===== config.mk =====
export PLATFORM = sky130hd
export DESIGN_NAME = ex_operand_stage_flat
export DESIGN_NICKNAME = d
export VERILOG_FILES = /design/src/rtl/ex_operand_stage_if.sv /design/src/rtl/ex_operand_stage.sv /design/src/flat_wrapper.sv
export SDC_FILE = /design/constraint.sdc
export NUM_CORES = 1
export LEC_CHECK = 0
export CORE_MARGIN = 2
export CORE_UTILIZATION = 25
export CTS_CLUSTER_SIZE = 12
export DETAILED_ROUTE_END_ITERATION = 10
export HOLD_SLACK_MARGIN = 0.02
export PLACE_DENSITY = 0.59
export RECOVER_POWER = 100
export SYNTH_ARGS = -nofsm -noshare
export SYNTH_HDL_FRONTEND = slang
export SYNTH_SLANG_ARGS = --single-unit

===== constraint.sdc =====
create_clock -name clk_i -period 2.2 [get_ports clk_i]
set_clock_uncertainty 0.1 [all_clocks]
set_input_delay 0.22 -clock clk_i [delete_from_list [all_inputs] [get_ports clk_i]]
set_output_delay 0.22 -clock clk_i [all_outputs]
set_load 0.1 [all_outputs]

===== src/rtl/ex_operand_stage_if.sv =====
// rtl/ex_operand_stage_if.sv - decode, forwarding and ALU-side signal bundle for ex_operand_stage
interface ex_operand_stage_if #(
    parameter int XLEN = 32
);
    logic            flush_i;
    logic            valid_i;
    logic            ready_o;
    logic [XLEN-1:0] pc_i;
    logic [4:0]      rs1_addr_i;
    logic [4:0]      rs2_addr_i;
    logic [XLEN-1:0] rs1_data_i;
    logic [XLEN-1:0] rs2_data_i;
    logic [XLEN-1:0] imm_i;
    logic            op1_pc_i;
    logic            op2_imm_i;
    logic            shamt_i;
    logic [7:0]      opcode_i;
    logic            alu_op_i;
    logic [4:0]      rd_addr_i;
    logic            ex_we_i;
    logic [4:0]      ex_rd_i;
    logic [XLEN-1:0] ex_data_i;
    logic            wb_we_i;
    logic [4:0]      wb_rd_i;
    logic [XLEN-1:0] wb_data_i;
    logic            valid_o;
    logic            ready_i;
    logic [XLEN-1:0] op1_o;
    logic [XLEN-1:0] op2_o;
    logic [7:0]      opcode_o;
    logic            alu_op_o;
    logic [4:0]      rd_addr_o;

    modport slave (
        input  flush_i, valid_i, pc_i, rs1_addr_i, rs2_addr_i, rs1_data_i, rs2_data_i,
        input  imm_i, op1_pc_i, op2_imm_i, shamt_i, opcode_i, alu_op_i, rd_addr_i,
        input  ex_we_i, ex_rd_i, ex_data_i, wb_we_i, wb_rd_i, wb_data_i, ready_i,
        output ready_o, valid_o, op1_o, op2_o, opcode_o, alu_op_o, rd_addr_o
    );

    modport master (
        output flush_i, valid_i, pc_i, rs1_addr_i, rs2_addr_i, rs1_data_i, rs2_data_i,
        output imm_i, op1_pc_i, op2_imm_i, shamt_i, opcode_i, alu_op_i, rd_addr_i,
        output ex_we_i, ex_rd_i, ex_data_i, wb_we_i, wb_rd_i, wb_data_i, ready_i,
        input  ready_o, valid_o, op1_o, op2_o, opcode_o, alu_op_o, rd_addr_o
    );
endinterface


===== src/rtl/ex_operand_stage.sv =====
// rtl/ex_operand_stage.sv - operand forwarding/select stage with two-entry skid buffer ahead of the ALU
module ex_operand_stage #(
    parameter int XLEN = 32
) (
    input  logic               clk_i,
    input  logic               rst_ni,
    ex_operand_stage_if.slave  bus
);
    typedef enum logic [1:0] {S_EMPTY, S_FULL1, S_FULL2} state_t;

    typedef struct packed {
        logic [XLEN-1:0] op1;
        logic [XLEN-1:0] op2;
        logic [7:0]      opcode;
        logic            alu_op;
        logic [4:0]      rd_addr;
    } entry_t;

    state_t          state_q, state_d;
    entry_t          main_q, skid_q, in_entry;
    logic            valid_q, ready_q;
    logic            in_xfer, out_xfer;
    logic            load_main_in, load_main_skid, load_skid;
    logic [XLEN-1:0] rs1_res, rs2_res, op2_sel;

    // EX beats WB; register 0 never forwards and always reads as zero
    always_comb begin
        rs1_res = bus.rs1_data_i;
        if (bus.rs1_addr_i == 5'd0)
            rs1_res = '0;
        else if (bus.ex_we_i && bus.ex_rd_i == bus.rs1_addr_i)
            rs1_res = bus.ex_data_i;
        else if (bus.wb_we_i && bus.wb_rd_i == bus.rs1_addr_i)
            rs1_res = bus.wb_data_i;

        rs2_res = bus.rs2_data_i;
        if (bus.rs2_addr_i == 5'd0)
            rs2_res = '0;
        else if (bus.ex_we_i && bus.ex_rd_i == bus.rs2_addr_i)
            rs2_res = bus.ex_data_i;
        else if (bus.wb_we_i && bus.wb_rd_i == bus.rs2_addr_i)
            rs2_res = bus.wb_data_i;
    end

    always_comb begin
        op2_sel          = bus.op2_imm_i ? bus.imm_i : rs2_res;
        in_entry         = '0;
        in_entry.op1     = bus.op1_pc_i ? bus.pc_i : rs1_res;
        in_entry.op2     = bus.shamt_i ? {{(XLEN-5){1'b0}}, op2_sel[4:0]} : op2_sel;
        in_entry.opcode  = bus.opcode_i;
        in_entry.alu_op  = bus.alu_op_i;
        in_entry.rd_addr = bus.rd_addr_i;
    end

    assign in_xfer  = bus.valid_i && ready_q;
    assign out_xfer = valid_q && bus.ready_i;

    always_comb begin
        state_d        = state_q;
        load_main_in   = 1'b0;
        load_main_skid = 1'b0;
        load_skid      = 1'b0;
        if (bus.flush_i) begin
            state_d = S_EMPTY;
        end else begin
            case (state_q)
                S_EMPTY: begin
                    if (in_xfer) begin
                        state_d      = S_FULL1;
                        load_main_in = 1'b1;
                    end
                end
                S_FULL1: begin
                    if (in_xfer && out_xfer) begin
                        load_main_in = 1'b1;
                    end else if (in_xfer) begin
                        state_d   = S_FULL2;
                        load_skid = 1'b1;
                    end else if (out_xfer) begin
                        state_d = S_EMPTY;
                    end
                end
                S_FULL2: begin
                    if (out_xfer) begin
                        state_d        = S_FULL1;
                        load_main_skid = 1'b1;
                    end
                end
                default: state_d = S_EMPTY;
            endcase
        end
    end

    // valid/ready are flopped from the next state so neither output has a path from ready_i
    always_ff @(posedge clk_i or negedge rst_ni) begin
        if (!rst_ni) begin
            state_q <= S_EMPTY;
            valid_q <= 1'b0;
            ready_q <= 1'b1;
        end else begin
            state_q <= state_d;
            valid_q <= (state_d != S_EMPTY);
            ready_q <= (state_d != S_FULL2);
        end
    end

    always_ff @(posedge clk_i or negedge rst_ni) begin
        if (!rst_ni) begin
            main_q <= '0;
            skid_q <= '0;
        end else begin
            if (load_main_in)
                main_q <= in_entry;
            else if (load_main_skid)
                main_q <= skid_q;
            if (load_skid)
                skid_q <= in_entry;
        end
    end

    assign bus.valid_o   = valid_q;
    assign bus.ready_o   = ready_q;
    assign bus.op1_o     = main_q.op1;
    assign bus.op2_o     = main_q.op2;
    assign bus.opcode_o  = main_q.opcode;
    assign bus.alu_op_o  = main_q.alu_op;
    assign bus.rd_addr_o = main_q.rd_addr;
endmodule


===== src/flat_wrapper.sv =====
// flat-port wrapper written by rule: the top's interface ports become plain ports
module ex_operand_stage_flat 
#(
    parameter int XLEN = 32
)
  (clk_i, rst_ni, bus_flush_i, bus_valid_i, bus_pc_i, bus_rs1_addr_i, bus_rs2_addr_i, bus_rs1_data_i, bus_rs2_data_i, bus_imm_i, bus_op1_pc_i, bus_op2_imm_i, bus_shamt_i, bus_opcode_i, bus_alu_op_i, bus_rd_addr_i, bus_ex_we_i, bus_ex_rd_i, bus_ex_data_i, bus_wb_we_i, bus_wb_rd_i, bus_wb_data_i, bus_ready_i, bus_ready_o, bus_valid_o, bus_op1_o, bus_op2_o, bus_opcode_o, bus_alu_op_o, bus_rd_addr_o);
  ex_operand_stage_if #(.XLEN(XLEN)) bus_i ();
  input  logic clk_i;
  input  logic rst_ni;
  input wire logic [$bits(bus_i.flush_i)-1:0] bus_flush_i;
  input wire logic [$bits(bus_i.valid_i)-1:0] bus_valid_i;
  input wire logic [$bits(bus_i.pc_i)-1:0] bus_pc_i;
  input wire logic [$bits(bus_i.rs1_addr_i)-1:0] bus_rs1_addr_i;
  input wire logic [$bits(bus_i.rs2_addr_i)-1:0] bus_rs2_addr_i;
  input wire logic [$bits(bus_i.rs1_data_i)-1:0] bus_rs1_data_i;
  input wire logic [$bits(bus_i.rs2_data_i)-1:0] bus_rs2_data_i;
  input wire logic [$bits(bus_i.imm_i)-1:0] bus_imm_i;
  input wire logic [$bits(bus_i.op1_pc_i)-1:0] bus_op1_pc_i;
  input wire logic [$bits(bus_i.op2_imm_i)-1:0] bus_op2_imm_i;
  input wire logic [$bits(bus_i.shamt_i)-1:0] bus_shamt_i;
  input wire logic [$bits(bus_i.opcode_i)-1:0] bus_opcode_i;
  input wire logic [$bits(bus_i.alu_op_i)-1:0] bus_alu_op_i;
  input wire logic [$bits(bus_i.rd_addr_i)-1:0] bus_rd_addr_i;
  input wire logic [$bits(bus_i.ex_we_i)-1:0] bus_ex_we_i;
  input wire logic [$bits(bus_i.ex_rd_i)-1:0] bus_ex_rd_i;
  input wire logic [$bits(bus_i.ex_data_i)-1:0] bus_ex_data_i;
  input wire logic [$bits(bus_i.wb_we_i)-1:0] bus_wb_we_i;
  input wire logic [$bits(bus_i.wb_rd_i)-1:0] bus_wb_rd_i;
  input wire logic [$bits(bus_i.wb_data_i)-1:0] bus_wb_data_i;
  input wire logic [$bits(bus_i.ready_i)-1:0] bus_ready_i;
  output wire logic [$bits(bus_i.ready_o)-1:0] bus_ready_o;
  output wire logic [$bits(bus_i.valid_o)-1:0] bus_valid_o;
  output wire logic [$bits(bus_i.op1_o)-1:0] bus_op1_o;
  output wire logic [$bits(bus_i.op2_o)-1:0] bus_op2_o;
  output wire logic [$bits(bus_i.opcode_o)-1:0] bus_opcode_o;
  output wire logic [$bits(bus_i.alu_op_o)-1:0] bus_alu_op_o;
  output wire logic [$bits(bus_i.rd_addr_o)-1:0] bus_rd_addr_o;
  assign bus_i.flush_i = bus_flush_i;
  assign bus_i.valid_i = bus_valid_i;
  assign bus_i.pc_i = bus_pc_i;
  assign bus_i.rs1_addr_i = bus_rs1_addr_i;
  assign bus_i.rs2_addr_i = bus_rs2_addr_i;
  assign bus_i.rs1_data_i = bus_rs1_data_i;
  assign bus_i.rs2_data_i = bus_rs2_data_i;
  assign bus_i.imm_i = bus_imm_i;
  assign bus_i.op1_pc_i = bus_op1_pc_i;
  assign bus_i.op2_imm_i = bus_op2_imm_i;
  assign bus_i.shamt_i = bus_shamt_i;
  assign bus_i.opcode_i = bus_opcode_i;
  assign bus_i.alu_op_i = bus_alu_op_i;
  assign bus_i.rd_addr_i = bus_rd_addr_i;
  assign bus_i.ex_we_i = bus_ex_we_i;
  assign bus_i.ex_rd_i = bus_ex_rd_i;
  assign bus_i.ex_data_i = bus_ex_data_i;
  assign bus_i.wb_we_i = bus_wb_we_i;
  assign bus_i.wb_rd_i = bus_wb_rd_i;
  assign bus_i.wb_data_i = bus_wb_data_i;
  assign bus_i.ready_i = bus_ready_i;
  assign bus_ready_o = bus_i.ready_o;
  assign bus_valid_o = bus_i.valid_o;
  assign bus_op1_o = bus_i.op1_o;
  assign bus_op2_o = bus_i.op2_o;
  assign bus_opcode_o = bus_i.opcode_o;
  assign bus_alu_op_o = bus_i.alu_op_o;
  assign bus_rd_addr_o = bus_i.rd_addr_o;
  ex_operand_stage #(.XLEN(XLEN)) u_core (.clk_i(clk_i), .rst_ni(rst_ni), .bus(bus_i));
endmodule

Word level (Yosys, flattened, before mapping)
Cells that the tools add are included.
Storage, ports and cells
  register bits after elaboration: 160
  bits of input ports: 236
  output and inout port bits: 80
Operators by class
  equal/unequal tests: 7
  multiplexer cells: 28
  reduce and logical (&&, ||, !) cells: 12
Operator list (count)
  $mux W32: 9
  $mux W78: 2
  $eq A5 B5 Y1: 4
  $mux W2: 6
  $logic_not A5 Y1: 2
  $mux W1: 9
  $logic_and A1 B1 Y1: 7
  $pmux W2 S3: 1
  $reduce_bool A2 Y1: 2
  $eq A2 B1 Y1 const B: 1
  $eq A2 B2 Y1 const B: 1
  $logic_not A2 Y1: 1
  $ne A2 B2 Y1 const B: 1
  $pmux W1 S2: 1

Longest topological paths before layout
  depth after elaboration: 8
  depth in mapped cells: 8
  depth with buffers taken out: 5

Least setup slack after synthesis
OpenSTA, ideal clock, no wires.
  path type: register to register
  start: reg u_core.valid_q, in the netlist u_core.bus.valid_o
  end: reg u_core.main_q (netlist bit u_core.bus.op1_o[10])
  library setup time: 0.096 ns
  data arrival time: 2.191 ns
  data required time: 2.004 ns
  path slack: -0.186 ns
  stages on the path, launching flop included: 8
  path buffers: 2
  cell sequence: dfrtp_1 -> nand2_1 -> or3_1 -> o31ai_1 -> buf_6 -> buf_6 -> o221ai_1 -> o31ai_1
Between the ends
  cells in the longest elaborated chain, start to end: 6
RTL lines
  start, declared: line ex_operand_stage.sv:21  | logic valid_q, ready_q;
  start signal, assigned: line ex_operand_stage.sv:102  | valid_q <= (state_d != S_EMPTY);
  $logic_and A1 B1 Y1 *: line ex_operand_stage.sv:56  | assign out_xfer = valid_q && bus.ready_i;
  $logic_and A1 B1 Y1: line ex_operand_stage.sv:74  | if (in_xfer && out_xfer) begin
  $mux W1: line ex_operand_stage.sv:74
  $pmux W1 S2: line ex_operand_stage.sv:66  | case (state_q)
  $mux W1: line ex_operand_stage.sv:63  | if (bus.flush_i) begin
  $mux W78 or $reduce_bool A2 Y1 (tied branches)
  end signal, assigned: line ex_operand_stage.sv:113  | main_q <= in_entry;
  end signal, assigned: line ex_operand_stage.sv:115  | main_q <= skid_q;
  end, declared: line ex_operand_stage.sv:20  | entry_t main_q, skid_q, in_entry;
Mark *: on every way between the ends. The rest lies on a longest branch, timed or not.
A chain may end at the register's enable or synchronous reset.

Worst setup path after layout
  start: reg u_core.ready_q, in the netlist u_core.bus.ready_o
  end: reg u_core.skid_q[64] (netlist name)
Between the ends
  cells in the longest elaborated chain, start to end: 5
RTL lines
  start, declared: line ex_operand_stage.sv:21
  start signal, assigned: line ex_operand_stage.sv:103  | ready_q <= (state_d != S_FULL2);
  $logic_and A1 B1 Y1 *: line ex_operand_stage.sv:55  | assign in_xfer = bus.valid_i && ready_q;
  $mux W1 or $logic_and A1 B1 Y1 (tied branches): line ex_operand_stage.sv:76, ex_operand_stage.sv:74
  $mux W1 *: line ex_operand_stage.sv:74
  $mux W1 *: line ex_operand_stage.sv:66
  $mux W1 *: line ex_operand_stage.sv:63
  end signal, assigned: line ex_operand_stage.sv:117  | skid_q <= in_entry;
  end, declared: line ex_operand_stage.sv:20
Marks and branches as above.

==> metrics.md <==
| Metric | Value |
|---|---|
| First-pass iteration count of the detailed router | 5 |
| Final Cell Area | 0.0154 mm2 |
| Max-slew violations | 0 |
| Fillers | 3923 |
| Ys async rst share | 100% |
| Placed cell area | 0.0144 mm2 |
| Port bufs | 315 |
| Global route total overflow | 0 |
| Sink Count | 160 |
| Synth Area per Inst | about 9 um2 |
| FF-to-FF Start | u_core.bus.ready_o |
| Final hold violation count | 0 |
| R2R cell count | 7 |
| Cells after synthesis | 1099 |
| Count leader, synth | dfrtp_1 |
| Synth warn | 0 |
| Initial antenna violation count | 13 |
| RSZ-0062 raised after global routing | yes |
| Initial core utilization | 25.4% |
| Slowest cell on the critical path | dfstp_4 |
| Nets | 1707 |
| Critical path required time | 2400 ps |
| Final Cycle Share | 100% |
| Crit path buf inv count | 2 |
| Hold path start | bus_imm_i[29] |
| Critical path startpoint category | flop |
| Largest cells by area after synthesis | dfrtp_1 (40%), o31ai_1 (7.8%), o221ai_1 (6.6%) |
| FP Rows | 72 |
| Worst-path clk slew | roughly 80 ps |
| Vias post-DR | about 11000 |
| Clock buffer depth | 2 |
| Max_cap viols | 0 |
| Ports | roughly 320 |
| Fin crit period | 2200 ps |
| Count of cell types in the netlist | 40 |
| Die area | 0.0411 mm2 |
| Largest net degree at the start of global routing | 73 |
| Area of the multi-input gates | 0.00550 mm2 |
| Clk_lat worst skew | 430 ps |
| Register Area | 0.00401 mm2 |
| Vias in the first global route | 10700 |
| LEAKAGE | 5.91 nW |
| Drc violations | 0 |
| Antenna Nets Post-Route | 0 |
| CTS buffer count | 17 |
| Hold Crit Class | primary input to flop |
| Util after Layout | about two fifths |
| Hold Crit Endpoint | u_core.skid_q[43] |
| Clock root buffer master | clkbuf_16 |
| Max rail drop VDD | 0.478 mV |
| Total Power | 15.1 mW |
| Synth top cells by count | dfrtp_1 (159), nand2_1 (150), o31ai_1 (102) |
| DP Wirelength | 32800 um |
| Area delta synth->final | 55.5% |
| Synth Register Bits | 160 |
| Synth area leader | dfrtp_1 |
| Chip Height | 203 um |
| Failing checks | negative setup slack |
| DR iter-0 viols | 781 |
| Die X-Extent | 203 um |
| CTS H-tree lvls | 4 |
| Status | finished, violations left |
| R2R setup slack | -2 ps |
| Post-Syn Area | 0.00988 mm2 |
| Worst-margin pin slew | roughly 1100 ps |
| Share of cells above drive strength 1 | about a quarter |
| # setup viols final | 1 |
| Core area | 0.0388 mm2 |
| DR vias/cell | between 5 and 6 |
| Hold Path Stages | 3 |
| Rel. slew slack | 27.8% |
| Place WS | -403 ps |
| CTS tree | built |
| Critical Path Sink Type | flop |
| Fmax achieved | 454 MHz |
| Sequential area share after synthesis | 40.5% |
| Prevailing post-synth register cell | dfrtp_1 |
| First-pass GRT wire length | 65400 um |
| Critical path, cell by cell | nand3b_1 > nor3b_2 > buf_6 > buf_12 > nand2_1 > o21ai_0 > o31ai_2 |
| CP Depth | 7 |
| Power Density | 982 mW/mm2 |
| Worst-path fanout max | 38 |
| RePlAce Congestion | 0.892 |
| CP top delay family | simple AND/OR/NAND/NOR gates |
| Post-synth EDFFs | 0 |
| DR WL/cell | 23.0 um |
| WL final | roughly 46000 um |
| Peak per-stage delay on the critical path | 620 ps |
| Setup CP Type | flop to flop |
| Share of the synthesized area in the top cell type | 40.3% |
| Final Worst Setup Slack | -1.91 ps |
| Critical path data arrival time | between 2000 and 2500 ps |
| Syn_nets | 1335 |
| Worst R2R End | u_core.skid_q[64] |
| Gr usage total | 21.0% |
-- stage by stage --
stage / std cells / setup TNS, ps / hold WS (ps)
floorplan: 1099 / 0 / -176
global placement: 1946 / -27680 / 65.1
detailed placement: 1946 / -30290 / 70.5
CTS: 1979 / 0 / 173
global route: 2010 / -1910 / 266
finish: 2013 / -1.91 / 275
-- worst max-delay path by stage --
stage,startpoint,end,slack [ps]
2_1_floorplan,u_core.bus.ready_o,u_core.bus.op1_o[10],0.1
3_3_place_gp,bus_rs2_addr_i[3],u_core.skid_q[25],-370
3_5_place_dp,bus_rs2_addr_i[3],u_core.skid_q[25],-400
4_1_cts,u_core.bus.ready_o,u_core.bus.op1_o[14],10
5_1_grt,u_core.bus.ready_o,u_core.bus.op1_o[11],-80
6_report,u_core.bus.ready_o,u_core.skid_q[64],-2
-- layer usage --
metal	GRT usage (%)	up-vias	part of all wire [%]
li1	-	4935	-
met1	26.5	5333	42
met2	34.1	516	47
met3	4.98	94	8.1
met4	9.23	4	3.5
met5	0	-	0.048
-- layout by cell type, fill, tap and decap left out, types with 32 or more instances in the layout --
cell / instances
clkdlybuf4s50_1: 232
dfrtp_1: 158
nand2_1: 149
buf_4: 95
o31ai_1: 87
nor2_1: 81
clkbuf_2: 80
o221ai_1: 68
a31oi_1: 54
o21ai_0: 38
and2_1: 32
-- cells by family (layout without fill, tap and decap cells) --
family | Yosys count | in the layout | synth area share (%)
muxes | 28 | 28 | 3.01
AOI/OAI and AO/OA | 407 | 407 | 32.2
buffers and inverters | 140 | 525 | 6.44
DFF | 160 | 160 | 40.5
and+or+nand+nor | 344 | 344 | 15.9
other | 0 | 11 | 0
xor gates and xnor gates | 20 | 20 | 1.93
-- power breakdown --
group	internal [mW]	switching, mW
Combinational	2.05	5.12
Clock	1.64	1.35
Sequential	4.10	0.814
Total	7.79	7.29
-- worst register-to-register path, cell delays in order (launching register included) --
cell and delay [ps]:
dfstp_4 620, nand3b_1 230, nor3b_2 350, buf_6 190
buf_12 210, nand2_1 100, o21ai_0 150, o31ai_2 140
-- layout make-up --
cell class                      instances  area share, %
Clock buffer                           19           2.95
Tap cell                              518           4.22
Inverter                               30          0.733
Sequential cell                       160           26.1
Antenna cell                           11          0.179
Clock inverter                         13          0.807
Multi-Input combinational cell        799           35.8
Timing Repair Buffer                  463           29.2
-- flip-flops by register name (all words and copies together) (netlist names), 2 cells and up --
name / cells
u_core.bus.opcode_o: 8
u_core.skid_q: 78
u_core.bus.rd_addr_o: 5
u_core.bus.op2_o: 32
u_core.state_q: 2
u_core.bus.op1_o: 32
-- what timing repair did --
| item | 4_1_cts | 5_1_grt |
|---|---|---|
| setup endpoints to repair | 0 | 54 |
| buffers inserted | 0 | 13 |
| resized for setup | 0 | 44 |
| hold endpoints to repair | 39 | 0 |
| hold buffers | 1 | 0 |
Power figures use the tool's default switching activity.
